`config.mk`:
```
export PLATFORM = sky130hd
export DESIGN_NAME = laser_ctrl
export DESIGN_NICKNAME = d
export VERILOG_FILES = /design/src/rtl/stg_pkg.sv /design/src/rtl/tick_gen.sv /design/src/rtl/laser_ctrl.sv
export SDC_FILE = /design/constraint.sdc
export NUM_CORES = 1
export LEC_CHECK = 0
export ABC_AREA = 1
export BUFFER_PORTS_ARGS = -buffer_cell sky130_fd_sc_hd__buf_2
export CORE_MARGIN = 2
export CORE_UTILIZATION = 30
export DETAILED_ROUTE_END_ITERATION = 8
export PLACE_DENSITY = 0.52
export SYNTH_ARGS = -nofsm -noshare
export SYNTH_HDL_FRONTEND = slang
export SYNTH_HIERARCHICAL = 1
export SYNTH_SLANG_ARGS = --single-unit
```
`constraint.sdc`:
```
create_clock -name clk -period 2.2 [get_ports clk]
set_clock_uncertainty 0.15 [all_clocks]
set_input_delay 0.33 -clock clk [delete_from_list [all_inputs] [get_ports clk]]
set_output_delay 0.33 -clock clk [all_outputs]
set_load 0.01 [all_outputs]
```
`src/rtl/stg_pkg.sv`:
```
// ----------------------------------------------------------------------------
// stg_pkg
// Shared constants and types for the STG playfield blocks.
//   MAX_X / MAX_Y        playfield size in pixels
//   LASER_W              laser sprite width in pixels
//   LASER_RST_X/Y        laser anchor value held in reset
//   laser_state_t        laser sequencer FSM state encoding
// ----------------------------------------------------------------------------
package stg_pkg;

   localparam int MAX_X   = 384;
   localparam int MAX_Y   = 448;
   localparam int LASER_W = 16;

   localparam logic [9:0] LASER_RST_X = 10'd192;
   localparam logic [9:0] LASER_RST_Y = 10'd399;

   typedef enum logic [1:0] {
      LASER_IDLE   = 2'd0,
      LASER_CHARGE = 2'd1,
      LASER_FIRE   = 2'd2,
      LASER_COOL   = 2'd3
   } laser_state_t;

endpackage

```
`src/rtl/tick_gen.sv`:
```
// ----------------------------------------------------------------------------
// tick_gen
// Game-tick prescaler. Counts 0..DIV-1 and wraps; tick is high for exactly
// the one cycle in which the count equals DIV-1.
//   clk    in   system clock
//   reset  in   asynchronous, active-high; count restarts from 0
//   tick   out  registered one-cycle tick pulse
// ----------------------------------------------------------------------------
module tick_gen #(
   parameter int DIV = 2000000
) (
   input  logic clk,
   input  logic reset,
   output logic tick
);

   localparam int            CW   = (DIV > 1) ? $clog2(DIV) : 1;
   localparam logic [CW-1:0] LAST = CW'(DIV - 1);

   logic [CW-1:0] cnt;
   logic [CW-1:0] cnt_nxt;

   assign cnt_nxt = (cnt == LAST) ? '0 : cnt + 1'b1;

   // tick is registered from the next count so it lines up with cnt == LAST
   // without a combinational path to the output.
   always_ff @(posedge clk or posedge reset) begin
      if (reset) begin
         cnt  <= '0;
         tick <= 1'b0;
      end else begin
         cnt  <= cnt_nxt;
         tick <= (cnt_nxt == LAST);
      end
   end

endmodule

```
`src/rtl/laser_ctrl.sv`:
```
// ----------------------------------------------------------------------------
// laser_ctrl
// Player laser sequencer. Gates fire requests against an energy gauge and
// runs IDLE -> CHARGE -> FIRE -> COOL on the game tick. The laser anchor is
// snapshotted from the player position while charging/firing and clamped to
// the playfield.
//   clk, reset           system clock, asynchronous active-high reset
//   fire_btn             level fire request (sampled on ticks)
//   bomb_active          inhibits / aborts the laser (sampled on ticks)
//   player_x, player_y   player sprite position
//   laser_x, laser_y     registered laser anchor
//   shooting / charging  registered state decodes (FIRE / CHARGE)
//   overheat             cooldown caused by energy exhaustion
//   energy               gauge, 0..ENERGY_MAX
//   tick                 game-tick pulse, shared with other blocks
// ----------------------------------------------------------------------------
module laser_ctrl
   import stg_pkg::*;
#(
   parameter int TICK_DIV        = 2000000,
   parameter int CHARGE_TICKS    = 3,
   parameter int ENERGY_MAX      = 100,
   parameter int MIN_FIRE_ENERGY = 20,
   parameter int DRAIN           = 2,
   parameter int REGEN           = 1,
   parameter int COOL_TICKS      = 25,
   parameter int X_OFFSET        = 7,
   parameter int Y_OFFSET        = 1
) (
   input  logic       clk,
   input  logic       reset,
   input  logic       fire_btn,
   input  logic       bomb_active,
   input  logic [9:0] player_x,
   input  logic [9:0] player_y,
   output logic [9:0] laser_x,
   output logic [9:0] laser_y,
   output logic       shooting,
   output logic       charging,
   output logic       overheat,
   output logic [6:0] energy,
   output logic       tick
);

   localparam int CCW = $clog2(CHARGE_TICKS + 1);
   localparam int KW  = $clog2(2 * COOL_TICKS + 1);

   localparam logic [6:0]     EN_MAX   = 7'(ENERGY_MAX);
   localparam logic [6:0]     EN_MIN   = 7'(MIN_FIRE_ENERGY);
   localparam logic [6:0]     EN_DRAIN = 7'(DRAIN);
   localparam logic [7:0]     EN_REGEN = 8'(REGEN);
   localparam logic [CCW-1:0] CHG_END  = CCW'(CHARGE_TICKS);
   localparam logic [KW-1:0]  COOL_N   = KW'(COOL_TICKS);
   localparam logic [KW-1:0]  COOL_OVH = KW'(2 * COOL_TICKS);

   localparam logic signed [10:0] X_OFF = 11'(X_OFFSET);
   localparam logic signed [10:0] Y_OFF = 11'(Y_OFFSET);
   localparam logic signed [10:0] X_HI  = 11'(MAX_X - LASER_W);
   localparam logic signed [10:0] Y_LO  = 11'sd1;
   localparam logic signed [10:0] Y_HI  = 11'(MAX_Y - 1);

   // ---------------------------------------------------------------- prescaler
   tick_gen #(
      .DIV (TICK_DIV)
   ) u_tick_gen (
      .clk   (clk),
      .reset (reset),
      .tick  (tick)
   );

   // ---------------------------------------------------------------- state
   laser_state_t   state;
   laser_state_t   state_nxt;
   logic [CCW-1:0] chg_cnt;
   logic [CCW-1:0] chg_nxt;
   logic [CCW-1:0] chg_inc;
   logic [KW-1:0]  cool_cnt;
   logic [KW-1:0]  cool_nxt;
   logic [KW-1:0]  cool_dec;
   logic [6:0]     energy_nxt;
   logic           ovh_nxt;

   // ---------------------------------------------------------------- energy
   logic [7:0] en_sum;
   logic [6:0] en_regen;
   logic [6:0] en_drain;

   assign en_sum   = {1'b0, energy} + EN_REGEN;
   assign en_regen = (en_sum > {1'b0, EN_MAX}) ? EN_MAX : en_sum[6:0];
   assign en_drain = (energy > EN_DRAIN) ? (energy - EN_DRAIN) : 7'd0;

   assign chg_inc  = chg_cnt + 1'b1;
   assign cool_dec = cool_cnt - 1'b1;

   always_comb begin
      state_nxt  = state;
      energy_nxt = energy;
      chg_nxt    = chg_cnt;
      cool_nxt   = cool_cnt;
      ovh_nxt    = overheat;
      case (state)
         LASER_IDLE: begin
            // Entry check uses the gauge before this tick's regen.
            energy_nxt = en_regen;
            if (fire_btn && !bomb_active && (energy >= EN_MIN)) begin
               state_nxt = LASER_CHARGE;
               chg_nxt   = '0;
            end
         end
         LASER_CHARGE: begin
            if (!fire_btn || bomb_active) begin
               state_nxt = LASER_IDLE;
            end else begin
               chg_nxt = chg_inc;
               if (chg_inc == CHG_END) begin
                  state_nxt = LASER_FIRE;
               end
            end
         end
         LASER_FIRE: begin
            energy_nxt = en_drain;
            // Exhaustion wins over a release/bomb on the same tick.
            if (en_drain == 7'd0) begin
               state_nxt = LASER_COOL;
               ovh_nxt   = 1'b1;
               cool_nxt  = COOL_OVH;
            end else if (!fire_btn || bomb_active) begin
               state_nxt = LASER_COOL;
               ovh_nxt   = 1'b0;
               cool_nxt  = COOL_N;
            end
         end
         LASER_COOL: begin
            cool_nxt = cool_dec;
            if (cool_dec == '0) begin
               state_nxt = LASER_IDLE;
               ovh_nxt   = 1'b0;
            end
         end
         default: begin
            state_nxt = LASER_IDLE;
         end
      endcase
   end

   // ---------------------------------------------------------------- anchor clamp
   // Computed one bit wider and signed so a small player_x clamps to 0
   // instead of wrapping to a large value.
   logic signed [10:0] x_diff;
   logic signed [10:0] y_diff;
   logic [9:0]         x_clamp;
   logic [9:0]         y_clamp;

   assign x_diff = $signed({1'b0, player_x}) - X_OFF;
   assign y_diff = $signed({1'b0, player_y}) - Y_OFF;

   always_comb begin
      if (x_diff < 11'sd0) begin
         x_clamp = 10'd0;
      end else if (x_diff > X_HI) begin
         x_clamp = X_HI[9:0];
      end else begin
         x_clamp = x_diff[9:0];
      end

      if (y_diff < Y_LO) begin
         y_clamp = Y_LO[9:0];
      end else if (y_diff > Y_HI) begin
         y_clamp = Y_HI[9:0];
      end else begin
         y_clamp = y_diff[9:0];
      end
   end

   // ---------------------------------------------------------------- registers
   // Everything advances only on tick cycles and holds in between.
   always_ff @(posedge clk or posedge reset) begin
      if (reset) begin
         state    <= LASER_IDLE;
         energy   <= EN_MAX;
         chg_cnt  <= '0;
         cool_cnt <= '0;
         overheat <= 1'b0;
         shooting <= 1'b0;
         charging <= 1'b0;
         laser_x  <= LASER_RST_X;
         laser_y  <= LASER_RST_Y;
      end else if (tick) begin
         state    <= state_nxt;
         energy   <= energy_nxt;
         chg_cnt  <= chg_nxt;
         cool_cnt <= cool_nxt;
         overheat <= ovh_nxt;
         shooting <= (state_nxt == LASER_FIRE);
         charging <= (state_nxt == LASER_CHARGE);
         if ((state == LASER_CHARGE) || (state == LASER_FIRE)) begin
            laser_x <= x_clamp;
            laser_y <= y_clamp;
         end
      end
   end

endmodule

```
==> results.json <==
{
  "status": "finished clean",
  "cts_tree": "built",
  "first_pass_iters": 4,
  "netSwitchingFraction": 0.217,
  "grt_max_degree": 41,
  "relSlewSlack": 0.653,
  "antenna_found_initial": 0,
  "core_area_um2": 13900,
  "num_vias": 3989,
  "die_h_um": 123,
  "final_cell_mix": "nand2_1, inv_1, nor2_1, nand3_1, buf_2",
  "drv_slew": 0,
  "numCtsBuffers": 9,
  "final_common_cell": "nand2_1",
  "combPwrFrac": 0.051,
  "dpl.hpwl_um": 8260,
  "synth.avg_cell_area_um2": 6.95,
  "arrival_ns": 2.11,
  "path_max_fanout": 5,
  "finalCriticalPeriod_ns": 2.04,
  "fin_crit_sh": 0.926,
  "drive_gt1_frac": 0.197,
  "fin_hold_ws_ns": 0.0800,
  "setup_viol": 0,
  "rsz0062_at_grt": "false",
  "power_switching_mw": 0.575,
  "cts.sinks": 62,
  "fin_tns_setup_ns": 0,
  "rows": 43,
  "root_buffer": "clkbuf_16",
  "synth.distinct_cells": 36,
  "yosysWarnings": 6,
  "dpl_cell_area_um2": 4800,
  "post-place-cells": 854,
  "post-route-drc-count": 0,
  "finalNonFillerCells": 872,
  "nFillCells": 1459,
  "place.gp.congestion": 0.901,
  "clock_latency_ns": 0.33,
  "n_antenna_cell": 0,
  "internal_power_mw": 2.08,
  "worst_setup_path_start_kind": "register",
  "ir_drop_v": 0.000265,
  "die_area_um2": 15200,
  "io_pins": 55,
  "clock_power_share": 0.518,
  "grt_usage": 0.150,
  "grt_remaining_overflow": 0,
  "cap_viol_max_count": 0,
  "nNetsFinal": 727,
  "endpoint_kind": "register",
  "design_area_um2": 5120,
  "synthToLayoutAreaGrowth_pct": 19.6,
  "synth_nets": 656,
  "syn_area_um2": 4280,
  "drtIter0Drc": 238,
  "htree_num_levels": 3,
  "fmax_mhz": 491,
  "worst_pin_slew_ns": 0.521,
  "wirelength_um": 10500,
  "viasPerCell": 4.57,
  "required_ns": 2.27,
  "grt_pass1_wl_um": 18000,
  "numPortBuffers": 54,
  "seq_power_share": 0.431,
  "hold_class": "input pin to register",
  "wire_per_inst_um": 12.0,
  "start_util": 0.307,
  "synth-seq-cells": 62,
  "hold_viol": 0,
  "syn_inst": 616,
  "first_global_vias": 3826,
  "p_leak_nw": 2.67,
  "seq_area_frac_synth": 0.366,
  "critPathKind": "register to register",
  "power_density_nw_per_um2": 518,
  "power_mw": 2.65,
  "ant_nets": 0,
  "cts_buffer_depth": 2,
  "clk_pin_slew_ns": 0.05,
  "fp.dieW_um": 123
}
==> area by class of cell <==
class                   count  area [µm²]  share of cell area
repair buffers             64         348              0.0679
clock buffers              16         292              0.0569
well taps                 180         225              0.0440
multi-input cells         448        2300               0.450
flip-flops and latches     62        1570               0.306
inverters                 102         385              0.0753
==> metrics by stage <==
step,worst slack [ns],util
finish,0.162,0.368
CTS,0.134,0.366
floorplan,0.195,-
global route,0.00277,0.368
detailed placement,0.136,0.345
global placement,0.148,0.345
==> registers in the layout, indices dropped and copies added, names as in the netlist <==
register / count
u_tick_gen/cnt: 21
laser_x: 10
laser_y: 10
energy: 7
cool_cnt: 6
chg_cnt: 2
state: 2
charging: 1
overheat: 1
shooting: 1
u_tick_gen/tick: 1
==> per-layer routing <==
layer,up-vias,GRT usage,share of wire
met3,13,0.0300,0.045
met2,78,0.241,0.46
li1,2062,-,-
met5,-,0,0
met1,1836,0.199,0.48
met4,0,0.0575,0.015
==> logic make-up (layout without fill, tap and decap cells) <==
kind of cell               after synthesis  after routing  synth area share
and+or+nand+nor                        365            365             0.382
adders and majority gates               16             16            0.0468
buffers and inverters                  106            182            0.0979
AOI/OAI and AO/OA                       43             43            0.0570
DFF                                     62             62             0.366
xor gates and xnor gates                24             24            0.0509
==> power by group through the flow <==
stage	Combinational [mW]	Sequential [mW]	Clock, mW
after floorplan	0.0817	1.16	0
after global placement	0.134	1.16	0
after detailed placement	0.136	1.16	0
after CTS	0.138	1.14	1.41
after global routing	0.157	1.14	1.46
final	0.135	1.14	1.37
==> worst max-delay path, cell delays in order (launching register included) <==
cell     delay (ns)
dfstp_2        0.52
buf_4          0.13
ha_1           0.17
nand4_1        0.15
xor2_1         0.22
a31oi_1        0.15
nand2_1        0.09
nand2_1        0.13
nor2_1         0.06
o21a_1         0.17
==> synth_stat cells (all sizes together) <==
library cell	number	area share
a22o	1	0.0020
nand3	61	0.076
buf	1	0.0026
inv	102	0.090
a221o	1	0.0026
nand3b	2	0.0035
xnor2	4	0.0099
dfrtp	51	0.30
nor2	84	0.087
dfstp	11	0.068
or2	1	0.0015
o21bai	2	0.0035
a21oi	5	0.0058
xor2	20	0.041
clkbuf	3	0.0053
o22ai	1	0.0015
and2	1	0.0015
a31oi	2	0.0029
nand4	16	0.023
o21a	4	0.0070
o21ai	27	0.032
nand2	197	0.19
ha	16	0.047
nor3	2	0.0023
and3	1	0.0015
==> repair_timing <==
| item | in CTS | in global routing |
|---|---|---|
| hold buffers | 1 | 0 |
| endpoints found under the hold margin | 23 | 0 |
| resized for setup | 0 | 5 |
| setup buffers | 0 | 1 |
| setup endpoints to repair | 0 | 10 |
==> worst paths after layout <==
path | start | to | slack, ns | cells after the start
hold reg to reg | laser_y[3] | laser_y[3] | 0.32 | 2
hold / removal | player_x[0] | laser_x[0] | 0.08 | 2
max in group asynchronous | reset | energy[1] | 0.98 | 4
min in group asynchronous | reset | u_tick_gen/cnt[13] | 0.44 | 4
setup / recovery | energy[2] | energy[4] | 0.16 | 9
setup reg to reg | energy[2] | energy[4] | 0.16 | 9
(Power assumes the default switching activity.)
